<file path="config.mk">
export PLATFORM = sky130hd
export DESIGN_NAME = cmd_dispatch
export DESIGN_NICKNAME = d
export VERILOG_FILES = /design/src/rtl/cmd_dispatch.sv
export SDC_FILE = /design/constraint.sdc
export NUM_CORES = 1
export LEC_CHECK = 0
export CAP_MARGIN = 10
export CORE_MARGIN = 8
export CORE_UTILIZATION = 43
export DETAILED_ROUTE_END_ITERATION = 7
export HOLD_SLACK_MARGIN = 0.03
export PLACE_DENSITY = 0.85
export SYNTH_ARGS = -nofsm -noshare
export SYNTH_HDL_FRONTEND = slang
export SYNTH_SLANG_ARGS = --single-unit
</file>
<file path="constraint.sdc">
create_clock -name clk -period 5.25 [get_ports clk]
set_clock_uncertainty 0.2 [all_clocks]
set_input_delay 1.05 -clock clk [delete_from_list [all_inputs] [get_ports clk]]
set_output_delay 1.05 -clock clk [all_outputs]
set_load 0.02 [all_outputs]
</file>
<file path="src/rtl/cmd_dispatch.sv">
// cmd_dispatch: owns the shared UART. Reads one command byte in IDLE,
// dispatches it to one of N_HANDLERS handlers through an activate/done
// session, routes the selected handler's transmit requests to the UART
// transmitter, answers unknown commands with a single NAK byte and aborts
// handlers that overstay the optional watchdog limit.
module cmd_dispatch #(
  parameter int unsigned N_HANDLERS     = 4,
  parameter logic [7:0]  CMD_BASE       = 8'h01,
  parameter logic [7:0]  NAK_BYTE       = 8'hEE,
  parameter int unsigned TIMEOUT_CYCLES = 0
) (
  input  logic                    clk,
  input  logic                    reset,
  input  logic                    rx_ready,
  input  logic [7:0]              rx_data,
  input  logic                    tx_active,
  output logic [7:0]              tx_data,
  output logic                    tx_start,
  output logic [N_HANDLERS-1:0]   h_activate,
  input  logic [N_HANDLERS-1:0]   h_done,
  input  logic [8*N_HANDLERS-1:0] h_tx_data,
  input  logic [N_HANDLERS-1:0]   h_tx_start,
  output logic                    busy,
  output logic [3:0]              sel,
  output logic                    err_timeout
);

  typedef enum logic [2:0] {
    S_IDLE      = 3'd0,
    S_DECODE    = 3'd1,
    S_RUN       = 3'd2,
    S_RELEASE   = 3'd3,
    S_NAK_WAIT  = 3'd4,
    S_NAK_SEND  = 3'd5,
    S_NAK_DRAIN = 3'd6
  } state_t;

  localparam logic [7:0]  N_H8    = 8'(N_HANDLERS);
  // Last counter value before the watchdog fires; only used when enabled.
  localparam logic [31:0] TO_LAST = 32'(TIMEOUT_CYCLES) - 32'd1;
  localparam bit          TO_EN   = (TIMEOUT_CYCLES != 0);

  state_t                  state_q, state_d;
  logic [7:0]              cmd_q, cmd_d;
  logic [3:0]              sel_q, sel_d;
  logic [N_HANDLERS-1:0]   act_q, act_d;
  logic                    err_q, err_d;
  logic [31:0]             cnt_q, cnt_d;

  logic [7:0]              idx_s;
  logic [N_HANDLERS-1:0]   dec_s;
  logic                    sel_done_s;
  logic                    sel_start_s;
  logic [7:0]              sel_data_s;
  logic                    tx_start_s;
  logic [7:0]              tx_data_s;

  // Command-to-handler index (8-bit wrap, so bytes below CMD_BASE land out of range) and its one-hot form.
  always_comb begin
    idx_s = cmd_q - CMD_BASE;
    dec_s = '0;
    for (int k = 0; k < N_HANDLERS; k++) begin
      dec_s[k] = (idx_s == 8'(k));
    end
  end

  // AND-OR mux picking the selected handler's done/start/data; other handlers are ignored.
  always_comb begin
    sel_done_s  = 1'b0;
    sel_start_s = 1'b0;
    sel_data_s  = 8'h00;
    for (int k = 0; k < N_HANDLERS; k++) begin
      sel_done_s  = sel_done_s  | (h_done[k]     & (sel_q == 4'(k)));
      sel_start_s = sel_start_s | (h_tx_start[k] & (sel_q == 4'(k)));
      sel_data_s  = sel_data_s  | (h_tx_data[8*k +: 8] & {8{sel_q == 4'(k)}});
    end
  end

  // Next-state logic for the dispatcher session plus the transmitter routing.
  always_comb begin
    state_d    = state_q;
    cmd_d      = cmd_q;
    sel_d      = sel_q;
    act_d      = act_q;
    err_d      = err_q;
    cnt_d      = cnt_q;
    tx_start_s = 1'b0;
    tx_data_s  = 8'h00;
    case (state_q)
      S_IDLE: begin
        if (rx_ready) begin
          cmd_d   = rx_data;
          err_d   = 1'b0;
          state_d = S_DECODE;
        end else begin
          state_d = S_IDLE;
        end
      end
      S_DECODE: begin
        if (idx_s < N_H8) begin
          sel_d   = idx_s[3:0];
          act_d   = dec_s;
          cnt_d   = 32'd0;
          state_d = S_RUN;
        end else begin
          state_d = S_NAK_WAIT;
        end
      end
      S_RUN: begin
        tx_start_s = sel_start_s;
        tx_data_s  = sel_data_s;
        if (sel_done_s) begin
          // Done has priority over a coincident watchdog expiry.
          act_d   = '0;
          state_d = S_RELEASE;
        end else if (TO_EN && (cnt_q == TO_LAST)) begin
          act_d   = '0;
          err_d   = 1'b1;
          state_d = S_RELEASE;
        end else if (cnt_q != 32'hFFFF_FFFF) begin
          cnt_d = cnt_q + 32'd1;
        end else begin
          cnt_d = cnt_q;
        end
      end
      S_RELEASE: begin
        if (!sel_done_s && !rx_ready) begin
          state_d = S_IDLE;
        end else begin
          state_d = S_RELEASE;
        end
      end
      S_NAK_WAIT: begin
        if (!tx_active) begin
          state_d = S_NAK_SEND;
        end else begin
          state_d = S_NAK_WAIT;
        end
      end
      S_NAK_SEND: begin
        tx_start_s = 1'b1;
        tx_data_s  = NAK_BYTE;
        state_d    = S_NAK_DRAIN;
      end
      S_NAK_DRAIN: begin
        if (!rx_ready && !tx_active) begin
          state_d = S_IDLE;
        end else begin
          state_d = S_NAK_DRAIN;
        end
      end
      default: begin
        act_d   = '0;
        state_d = S_IDLE;
      end
    endcase
  end

  // State and session registers with synchronous active-low reset.
  always_ff @(posedge clk) begin
    if (!reset) begin
      state_q <= S_IDLE;
      cmd_q   <= 8'h00;
      sel_q   <= 4'd0;
      act_q   <= '0;
      err_q   <= 1'b0;
      cnt_q   <= 32'd0;
    end else begin
      state_q <= state_d;
      cmd_q   <= cmd_d;
      sel_q   <= sel_d;
      act_q   <= act_d;
      err_q   <= err_d;
      cnt_q   <= cnt_d;
    end
  end

  assign tx_start    = tx_start_s;
  assign tx_data     = tx_data_s;
  assign h_activate  = act_q;
  assign sel         = sel_q;
  assign err_timeout = err_q;
  assign busy        = (state_q != S_IDLE);

endmodule

</file>
==> qor_table.md <==
| Parameter | Reported |
|:---|:---|
| Max-slew violations | 0 |
| Clk_lat worst skew | 0.30 ns |
| Critical path startpoint category | input port |
| Initial core utilization | 43.7% |
| Fill count | 301 |
| Residual antenna-violating net count after detailed routing | 0 |
| DRT iter0 DRCs | 50 |
| P_leak | 0.770 nW |
| CTS tree | done |
| Reg area | 380 um^2 |
| Number of core rows | 21 |
| Detailed Route WL | 4180 um |
| Critical path required time | 4.00 ns |
| Crit path max-delay cell type | sky130_fd_sc_hd__clkdlybuf4s50_1 |
| Post-synth net total | 221 |
| CTS Root Cell | sky130_fd_sc_hd__clkbuf_4 |
| Post-CTS Setup Repair Bufs | 0 |
| Area added between synthesis and finish | 49.6% |
| Worst rel slew slack | 39.5% |
| Status | finished, final reports clean |
| Synth async-reset ratio | 0% |
| H-tree depth | 1 |
| Flip-flop cell with the highest count after synthesis | sky130_fd_sc_hd__dfxtp_1 |
| Most frequent cells after synthesis | 36 x sky130_fd_sc_hd__nand2_1, 19 x sky130_fd_sc_hd__dfxtp_1, 12 x sky130_fd_sc_hd__nand3_1, 8 x sky130_fd_sc_hd__a21boi_0, 8 x sky130_fd_sc_hd__mux2i_1 |
| Reg2reg setup slack | 3.16 ns |
| Horizontal die dimension | 73.3 um |
| Most used standard cell by instance count after synthesis | sky130_fd_sc_hd__nand2_1 |
| Worst slack on hold paths | 0.289 ns |
| Peak Freq | 0.256 GHz |
| Register bit total from synthesis | 19 |
| Final Hold Violating Endpoints | 0 |
| Global-route wire length before repair | 6460 um |
| Initial DRT Pass Iterations | 4 |
| Grt ovf | 0 |
| Post-synth cell types | 38 |
| Setup violators final | 0 |
| Vias in the first global route | 1353 |
| Gp weighted congestion | 0.783 |
| IO Port Bufs | 69 |
| Share of the clock period used by the worst path | 74.3% |
| Pin count of the biggest net entering global routing | 29 |
| Multi-input gate area | 943 um^2 |
| Crit end category | output port |
| Critical Path Max Stage Delay | 0.55 ns |
| Clock buffer count from CTS | 3 |
| Die area | 5380 um^2 |
| Maximum root-to-sink buffer count | 2 |
| Share of final-layout standard cells stronger than drive strength 1 | 5.36% |
| DPL Wire Length | 3450 um |
| Antenna fix cells | 0 |
| Tot GR Track Use | 15.1% |
| Boundary Pins | 71 |
| Clock sink count | 19 |
| Highest fanout seen on the critical path | 1 |
| Ordered list of cells on the worst path | clkdlybuf4s50_1, mux4_1, nand3_1, nand2_1, clkdlybuf4s50_1 |
| Post-detailed-route via-to-cell ratio | 5.29 |
| Antenna violations before repair | 0 |
| Number of vias after detailed routing | 1429 |
| Hold/Removal Path Class | reg -> reg |
| Arrival time worst endpoint | 2.65 ns |
| Largest area contributor in the synthesized netlist | sky130_fd_sc_hd__dfxtp_1 |
| Total of cells resized after clock tree synthesis | 0 |
| Core region area | 3230 um^2 |
| Most frequent cell on the critical path | sky130_fd_sc_hd__clkdlybuf4s50_1 |
| Average instance area after synthesis | 8.61 um^2 |
| Post-route minimum period | 3.90 ns |
| Gate Count Post-Synth | 164 |
| Sequential element share of the synthesized area | 26.9% |
| Maximum ir drop on the vdd rail | 0.000133 V |
| Netlist Area Pre-Place | 1410 um^2 |
| Cells taking the most area after synthesis | sky130_fd_sc_hd__dfxtp_1 27%, sky130_fd_sc_hd__nand2_1 9.6%, sky130_fd_sc_hd__mux4_2 6.4% |
| Net count of the finished layout | 282 |
| Total power draw | 0.000418 W |
| DR WL/cell | 15.5 um |
| Worst-margin pin slew | 0.901 ns |
| DRC viols | 0 |
| Unrepaired setup endpoints after global routing | false |
| Vertical die dimension | 73.3 um |
| Register clock-pin slew on the reported worst setup and hold paths | 0.11 ns |
| Maximum Capacitance Violations | 0 |
| Share of the synthesized area in the top cell type | 26.9% |
| Number of warning messages in the yosys log | 0 |
| Hold buffer count at cts | 0 |
| Setup TNS | 0 ns |
| Power density over cell area | 198 nW/um^2 |
| Number of synthesized flops with an enable pin | 0 |
| Start-to-end type of the worst setup path | in -> out |
==> metrics by stage <==
step / util [%] / setup WS (ns) / cells / cell area, um^2
floorplan: - / 2.25 / 164 / 1410
global placement: 64.6 / 1.36 / 266 / 2090
detailed placement: 64.6 / 1.35 / 266 / 2090
CTS: 65.4 / 1.34 / 270 / 2110
global route: 65.4 / 1.29 / 270 / 2110
finish: 65.4 / 1.35 / 270 / 2110
==> sequential cells by signal (all words and copies together) (netlist names) <==
name        count
cmd_q           8
sel             4
state_q         3
h_activate      4
==> routing by layer <==
layer	vias to the layer above	track usage (%)	share of wire (%)	wire length, um
met5	-	0	0	0
met4	0	4.43	0.81	34
met3	4	3.96	10	434
met2	62	25.6	44	1850
met1	641	18.1	44	1850
li1	722	-	-	-
==> final cells by class <==
type                       instances  share of cell area (%)
multi-input combinational        128                    44.6
timing repair buffer              69                    32.7
tap                               46                    2.72
sequential                        19                    18.0
clock buffer                       4                    1.24
inverter                           4                   0.710
==> report_power, final <==
group          internal, W  switching (W)
Clock            0.0000297      0.0000470
Combinational    0.0000885      0.0000795
Sequential        0.000155      0.0000177
Total             0.000273       0.000144
==> worst max-delay path: cells and delay by family <==
kind / cells / cell delay (ns)
buffers and inverters: 2 / 0.95
multiplexers: 1 / 0.50
AND/OR/NAND/NOR: 2 / 0.15
==> cell usage in the layout (no fill, tap or decap), drive strengths merged, types with 3 or more instances in the layout <==
cell	instances
a21boi	8
and3b	3
clkbuf	4
clkdlybuf4s50	69
dfxtp	19
ha	5
inv	4
mux2i	8
mux4	7
nand2	36
nand3	12
nor2	7
nor3	4
o2111ai	4
o21ai	6
o221ai	4
o22a	3
==> cell families (layout without fill, tap and decap cells) <==
group           Yosys count  after routing  synth area share, %
compound gates           35             35                 19.6
buf+inv                  17             77                 6.29
flops                    19             19                 26.9
fa+ha+maj                 5              5                 4.43
mux                      15             15                 17.6
other cells               1              1                0.265
simple gates             72             72                 24.9
==> worst paths after layout <==
check                        start                         end  cells after the start
max reg2reg    sel[0]$_SDFFE_PN0P_  h_activate[2]$_SDFFE_PN0P_                      4
max                   h_tx_data[2]                  tx_data[2]                      5
min          cmd_q[4]$_SDFFE_PN0P_       cmd_q[4]$_SDFFE_PN0P_                      2
min reg2reg  cmd_q[4]$_SDFFE_PN0P_       cmd_q[4]$_SDFFE_PN0P_                      2
Note: power is estimated with default switching activity, not from simulation.
